`src/rtl/full_adder_pkg.sv`:
```
// Shared arithmetic definitions for the registered ripple-carry adder.
// Holds width limits, the flag bundle type and the flag derivation helper.
package arith_pkg;

  localparam int FA_WIDTH_DEFAULT = 1;
  localparam int FA_WIDTH_MAX     = 64;

  typedef struct packed {
    logic c;
    logic ovf;
  } fa_flags_t;

  // Signed overflow is the disagreement between the carry entering and leaving the MSB.
  function automatic fa_flags_t fa_flags(input logic carry_into_msb,
                                         input logic carry_out_msb);
    fa_flags_t flags;
    flags.c   = carry_out_msb;
    flags.ovf = carry_into_msb ^ carry_out_msb;
    return flags;
  endfunction

endpackage

```
`src/rtl/full_adder_if.sv`:
```
// Operand/result bundle for full_adder; master drives operands, slave returns results.
interface full_adder_if
  import arith_pkg::*;
#(
  parameter int WIDTH = FA_WIDTH_DEFAULT
);

  logic             in_valid;
  logic [WIDTH-1:0] a;
  logic [WIDTH-1:0] b;
  logic             cin;
  logic [WIDTH-1:0] s;
  logic             c;
  logic             ovf;
  logic             out_valid;

  modport master (
    output in_valid, a, b, cin,
    input  s, c, ovf, out_valid
  );

  modport slave (
    input  in_valid, a, b, cin,
    output s, c, ovf, out_valid
  );

endinterface

```
`src/rtl/full_adder_cell.sv`:
```
// Purely combinational 1-bit full-adder cell, the link of the ripple chain.
module full_adder_cell (
  input  logic a,
  input  logic b,
  input  logic cin,
  output logic s,
  output logic cout
);

  assign s    = a ^ b ^ cin;
  assign cout = (a & b) | (cin & (a ^ b));

endmodule

```
`src/rtl/full_adder.sv`:
```
// Registered WIDTH-bit ripple-carry adder: {c, s} = a + b + cin one cycle after in_valid.
// Outputs come straight from flops; results hold while in_valid is low.
module full_adder
  import arith_pkg::*;
#(
  parameter int WIDTH = FA_WIDTH_DEFAULT
) (
  input logic         clk,
  input logic         rst,
  full_adder_if.slave bus
);

  if (WIDTH < 1 || WIDTH > FA_WIDTH_MAX) begin : g_width_check
    $fatal(1, "full_adder: WIDTH %0d outside 1..%0d", WIDTH, FA_WIDTH_MAX);
  end

  logic [WIDTH:0]   carry;
  logic [WIDTH-1:0] sum_comb;
  fa_flags_t        flags_comb;

  assign carry[0] = bus.cin;

  for (genvar i = 0; i < WIDTH; i++) begin : g_cell
    full_adder_cell u_cell (
      .a    (bus.a[i]),
      .b    (bus.b[i]),
      .cin  (carry[i]),
      .s    (sum_comb[i]),
      .cout (carry[i+1])
    );
  end

  assign flags_comb = fa_flags(carry[WIDTH-1], carry[WIDTH]);

  logic [WIDTH-1:0] s_q, s_d;
  fa_flags_t        flags_q, flags_d;
  logic             valid_q, valid_d;

  // Idle cycles keep the last result so operand garbage never reaches the outputs.
  always_comb begin
    s_d     = s_q;
    flags_d = flags_q;
    valid_d = 1'b0;
    if (bus.in_valid) begin
      s_d     = sum_comb;
      flags_d = flags_comb;
      valid_d = 1'b1;
    end
  end

  always_ff @(posedge clk) begin
    if (rst) begin
      s_q     <= '0;
      flags_q <= '0;
      valid_q <= 1'b0;
    end else begin
      s_q     <= s_d;
      flags_q <= flags_d;
      valid_q <= valid_d;
    end
  end

  assign bus.s         = s_q;
  assign bus.c         = flags_q.c;
  assign bus.ovf       = flags_q.ovf;
  assign bus.out_valid = valid_q;

endmodule

```
`src/flat_wrapper.sv`:
```
// flat-port wrapper written by rule: the top's interface ports become plain ports
module full_adder_flat import arith_pkg::*;
#(
  parameter int WIDTH = FA_WIDTH_DEFAULT
)
  (clk, rst, bus_in_valid, bus_a, bus_b, bus_cin, bus_s, bus_c, bus_ovf, bus_out_valid);
  full_adder_if #(.WIDTH(WIDTH)) bus_i ();
  input logic clk;
  input logic rst;
  input wire logic [$bits(bus_i.in_valid)-1:0] bus_in_valid;
  input wire logic [$bits(bus_i.a)-1:0] bus_a;
  input wire logic [$bits(bus_i.b)-1:0] bus_b;
  input wire logic [$bits(bus_i.cin)-1:0] bus_cin;
  output wire logic [$bits(bus_i.s)-1:0] bus_s;
  output wire logic [$bits(bus_i.c)-1:0] bus_c;
  output wire logic [$bits(bus_i.ovf)-1:0] bus_ovf;
  output wire logic [$bits(bus_i.out_valid)-1:0] bus_out_valid;
  assign bus_i.in_valid = bus_in_valid;
  assign bus_i.a = bus_a;
  assign bus_i.b = bus_b;
  assign bus_i.cin = bus_cin;
  assign bus_s = bus_i.s;
  assign bus_c = bus_i.c;
  assign bus_ovf = bus_i.ovf;
  assign bus_out_valid = bus_i.out_valid;
  full_adder #(.WIDTH(WIDTH)) u_core (.clk(clk), .rst(rst), .bus(bus_i));
endmodule
```
`config.mk`:
```
export PLATFORM = sky130hd
export DESIGN_NAME = full_adder_flat
export DESIGN_NICKNAME = d
export VERILOG_FILES = /design/src/rtl/full_adder_pkg.sv /design/src/rtl/full_adder_if.sv /design/src/rtl/full_adder_cell.sv /design/src/rtl/full_adder.sv /design/src/flat_wrapper.sv
export SDC_FILE = /design/constraint.sdc
export NUM_CORES = 1
export LEC_CHECK = 0
export BUFFER_PORTS_ARGS = -buffer_cell sky130_fd_sc_hd__buf_4
export CORE_AREA = 10 10 47 49
export DETAILED_ROUTE_END_ITERATION = 8
export DIE_AREA = 0 0 57 59
export GPL_TIMING_DRIVEN = 0
export PLACE_DENSITY = 0.32
export SYNTH_ARGS = -nofsm -noshare
export SYNTH_HDL_FRONTEND = slang
export SYNTH_SLANG_ARGS = --single-unit
```
`constraint.sdc`:
```
create_clock -name clk -period 1.24 [get_ports clk]
set_input_delay 0.062 -clock clk [delete_from_list [all_inputs] [get_ports clk]]
set_output_delay 0.062 -clock clk [all_outputs]
set_load 0.01 [all_outputs]
```
==> metrics.txt, run 1 <==
GRT Util Overall=2.81%; maxcap violations=0; FMAX=1180 MHz; drt pass-1 iters=2; I/O Buffers=9; grt ovf=0; Worst slew margin=89.1%; Yosys reg bits=4; largest net degree at the start of global routing=6; Initial Utilization=11.0%; maximum fanout along the worst path=2; critical path type=in -> reg; Post-CTS Setup Inserts=0; Die Y=59 um; clk sinks=4; critical-path cell list=buf_4 > fa_1 > xnor2_1 > a211oi_1; Hold Buf Count CTS=0; clk slew on worst S/H paths=0.04 ns; Clk network pwr share=43.9%; area delta synth->final=71.5%; CP peak stage delay=0.45 ns; Mapped Area=154 sq um; Sw Share=22.1%; core region area=0.00140 sq mm; Top delay family on crit path=adder cells; Post-Synthesis Net Count=20; io pins=10; arrival time at the worst endpoint=1.00 ns; # fillers=162; PwrDens=1370 mW/mm^2; Routed Antenna Nets=0; Max Root-Sink Buffers=2; Iter 0 DRT Violations=1; most common cell after layout, fill and taps aside=buf_4; die area=0.00336 sq mm; period utilization=68.3%; final wirelength=391 um; Avg Vias per Cell=3.24; max-slew violations=0; die width=57 um; Placement Rows=14; Sequential Power Share=39.7%; DR WL/cell=9.54 um; CP endpoint kind=register; GPL Wtd Cong=0.632; cell internal pwr=0.000282 W; slowest CP cell=fa_1; nets@finish=34; Fin Setup TNS=0 ns; worst hold path class=in -> reg; Antenna Cells=0; Synth warnings=0; via count=133; startpoint types=input pin; Total Power=0.000362 W; vias in the first global route=147; status=finished, final reports clean; P_leak=0.122 nW; antenna violations before repair=0; drt drc=0; register area share after synthesis=52.0%; layout cells sized above 1=48.0%; RSZ-0062 raised after global routing=no; H-tree Lvls=1; fin crit period=0.847 ns; total clock buffers created by CTS=3; peak supply drop=0.000486 V; commonest non-fill, non-tap cells in the layout=9 x buf_4, 4 x dfxtp_1, 3 x nor2_1, 3 x clkbuf_4, 2 x mux2i_1; first-pass GRT wire length=600 um; Syn Inst Count=13; Bufs and invs on worst path=1; Root Buffer=clkbuf_4; Clk Latency, worst-skew pair=0.23 ns; Slew @ Worst Pin=0.162 ns; Setup-failing EPs final=0; WP data required=1.39 ns; final count of hold timing violations=0; post-synthesis cell type count=7; CTS resizes=0; syn avg cell area=11.8 sq um; Logic pwr share=16.4%; final worst-path setup slack=0.393 ns; clock skew=0 ns; P_sw=0.0000798 W; pre-CTS setup slack=0.141 ns; CTS tree=built
[metrics by stage]
step           area (sq um)  hold WS [ns]  instances  util, %
4_1_cts                 264        0.0117         41     18.8
6_report                264        0.0194         41     18.8
2_1_floorplan           154         0.134         13        -
3_3_place_gp            241         0.256         38     17.2
3_5_place_dp            241         0.261         38     17.2
5_1_grt                 264       0.00527         41     18.8
[per-layer routing]
metal,global-route usage [%],vias to the layer above,routed length (um)
li1,-,68,-
met1,2.49,53,207
met2,2.02,12,90
met3,6.01,0,93
met4,1.01,0,0
met5,0,-,0
[synth_stat cells]
| cell type | number | area [sq um] |
|---|---|---|
| xnor2_1 | 1 | 8.76 |
| dfxtp_1 | 4 | 80.1 |
| fa_1 | 1 | 20.0 |
| nor2b_1 | 1 | 6.26 |
| nor2_1 | 3 | 11.3 |
| a211oi_1 | 1 | 7.51 |
| mux2i_1 | 2 | 20.0 |
[final cells by class]
type	count	area (sq um)	share of cell area (%)
flip-flops and latches	4	80.1	30.3
multi-input cells	9	73.8	28.0
repair buffers	9	67.6	25.6
clock buffers	3	22.5	8.53
well taps	16	20.0	7.58
[logic make-up (layout without fill, tap and decap cells)]
| family | Yosys count | in the layout | synth area share (%) |
|---|---|---|---|
| adder cells (fa/ha/maj) | 1 | 1 | 13.0 |
| AO/OA/AOI/OAI | 1 | 1 | 4.88 |
| AND/OR/NAND/NOR | 4 | 4 | 11.4 |
| XOR/XNOR | 1 | 1 | 5.69 |
| buffers and inverters | 0 | 12 | 0 |
| flip-flops | 4 | 4 | 52.0 |
| multiplexers | 2 | 2 | 13.0 |
[worst paths after layout]
path                   from              endpoint  slack [ns]  cells past startpoint
max                 bus_cin        u_core.bus.ovf        0.39                      4
min reg2reg  u_core.bus.ovf        u_core.bus.ovf        0.48                      2
max reg2reg  u_core.bus.ovf        u_core.bus.ovf        0.61                      2
min                     rst  u_core.bus.out_valid        0.02                      2
[sequential cells by signal, indices dropped and copies added, names as in the netlist]
signal                flops
u_core.bus.s              1
u_core.bus.c              1
u_core.bus.out_valid      1
u_core.bus.ovf            1
[power by group through the flow]
stage          sequential (W)  combinational (W)  clock, W
4_1_cts              0.000144          0.0000611  0.000169
3_3_place_gp         0.000145          0.0000608         0
6_report             0.000144          0.0000594  0.000159
3_5_place_dp         0.000145          0.0000612         0
5_1_grt              0.000144          0.0000657  0.000183
2_1_floorplan        0.000150          0.0000194         0
No activity file was read; power rests on OpenSTA's default activity.
==> inputs of run 2 (changes only) <==
==> constraint.sdc (replaced) <==
create_clock -name clk -period 0.8 [get_ports clk]
set_input_delay 0.04 -clock clk [delete_from_list [all_inputs] [get_ports clk]]
set_output_delay 0.04 -clock clk [all_outputs]
set_load 0.01 [all_outputs]
==> run 2 against run 1 <==
Compared with the run above:
- via count rose by 3.0%
- largest power group unchanged
- critical path type is now reg -> out
- sequential cell count did not move
- clock power rose by 56%
- non-clock buffer count rose by 1
- utilization rose by 0.89 points
- critical path depth fell by 3
==> metrics.txt, run 2 (synthesis gave the netlist of run 1 again) <==
critical path type=reg -> out (was in -> reg); reg2reg path depth=2 (unchanged); fin crit period=0.737 ns; WL met1=214 um (was 207 um); first-pass GRT wire length=683 um (was 600 um); Max Root-Sink Buffers=2 (unchanged); RSZ-0062 raised after global routing=no (unchanged); antenna violations before repair=0 (unchanged); startpoint types=register (was input pin); Post-CTS Setup Inserts=0 (unchanged); final instance area=277 sq um (was 264 sq um); slowest CP cell=dfxtp_1 (was fa_1); top sig layer=met3 (unchanged); Die Y=59 um (unchanged); metal2 WL=104 um (was 90 um); H-tree Lvls=1 (unchanged); Worst slew margin=89.4% (was 89.1%); core region area=0.00140 sq mm (unchanged); Top delay family on crit path=flip-flops (was adder cells); io pins=10 (unchanged); Placement Rows=14 (unchanged); die area=0.00336 sq mm (unchanged); max-slew violations=0 (unchanged); I/O Buffers=9 (unchanged); final worst-path setup slack=0.0631 ns (was 0.393 ns); grt ovf=0 (unchanged); maxcap violations=0 (unchanged); P_leak=0.125 nW (was 0.122 nW); drt drc=0 (unchanged); commonest non-fill, non-tap cells in the layout=9 x buf_4, 4 x dfxtp_1, 3 x nor2_1, 3 x clkbuf_4, 2 x mux2i_1 (unchanged); WP data required=0.76 ns (was 1.39 ns); layout cells sized above 1=50.0% (was 48.0%); drt pass-1 iters=1 (was 2); DR WL/cell=9.98 um (was 9.54 um); CP peak stage delay=0.34 ns (was 0.45 ns); Worst Hold Path Cells=2 (unchanged); arrival time at the worst endpoint=0.70 ns (was 1.00 ns); Final Util=19.7% (was 18.8%); Root Buffer=clkbuf_4 (unchanged); area delta synth->final=79.7% (was 71.5%); maximum fanout along the worst path=2 (unchanged); Iter 0 DRT Violations=0 (was 1); Antenna Cells=0 (unchanged); Initial Utilization=11.0% (unchanged); CTS tree=built (unchanged); final wirelength=419 um (was 391 um); PwrDens=2060 mW/mm^2 (was 1370 mW/mm^2); Avg Vias per Cell=3.26 (was 3.24); Fin Setup TNS=0 ns (unchanged); critical-path cell list=buf_4 (was buf_4 > fa_1 > xnor2_1 > a211oi_1); nets@finish=35 (was 34); Slew @ Worst Pin=0.158 ns (was 0.162 ns); CTS resizes=0 (unchanged); FMAX=1360 MHz; most common cell after layout, fill and taps aside=buf_4 (unchanged); status=finished, final reports clean (unchanged); Clk Latency, worst-skew pair=0.23 ns (about the same); GPL Wtd Cong=0.602 (was 0.632); placed wire-length estimate=354 um; worst hold path class=in -> reg (unchanged); clock skew=0 ns (unchanged); via count=137 (was 133); Worst path depth=1 (was 4); clk sinks=4 (unchanged); # fillers=165 (was 162); pre-CTS setup slack=-0.161 ns (was 0.141 ns); die width=57 um (unchanged); GRT Util Overall=3.11% (was 2.81%); CP endpoint kind=output pin (was register); Post-DP Area=244 sq um (was 241 sq um); Bufs and invs on worst path=1 (unchanged); Routed Antenna Nets=0 (unchanged); clk slew on worst S/H paths=0.04 ns (about the same); vias in the first global route=154 (was 147); Setup-failing EPs final=0 (unchanged); Worst R2R Setup Slack=0.17 ns (was 0.61 ns); final count of hold timing violations=0 (unchanged); Total Power=0.000570 W (was 0.000362 W); peak supply drop=0.000466 V (was 0.000486 V); met3 wire length=100 um (was 93 um); Hold Buf Count CTS=1 (was 0); period utilization=92.1%; total clock buffers created by CTS=3 (unchanged); largest net degree at the start of global routing=6 (unchanged)
## run 2: changes by cell type in the layout (fill, tap and decap cells not counted), sizes merged
cell         before  now
dlygate4sd3       0    1
## run 2: where the power goes
group | switching [W] | internal, W
Sequential | 0.00000749 | 0.000216
Clock | 0.0000808 | 0.000168
Combinational | 0.0000406 | 0.0000578
Total | 0.000129 | 0.000441
## run 2: final timing paths
check,end,start
max,bus_s,u_core.bus.s
min reg2reg,u_core.bus.ovf,u_core.bus.ovf
max reg2reg,u_core.bus.ovf,u_core.bus.ovf
min,u_core.bus.ovf,bus_in_valid
## run 2: through the flow
stage                     instances  hold WS, ns
after floorplan                  13        0.112
after global placement           38        0.235
after detailed placement         38        0.238
after CTS                        42       0.0280
after global routing             42       0.0367
final                            42       0.0387
## run 2: final cells by class
class                      instances  area [sq um]  area share [%]
tap                               16          20.0            7.24
clock buffer                       3          22.5            8.14
multi-input combinational          9          76.3            27.6
sequential                         4          80.1            29.0
timing repair buffer              10          77.6            28.1
## run 2: routing by layer
layer	up-vias	track usage (%)
met4	0	3.02
met1	55	3.21
met5	-	0
met3	0	5.15
met2	12	1.86
li1	70	-
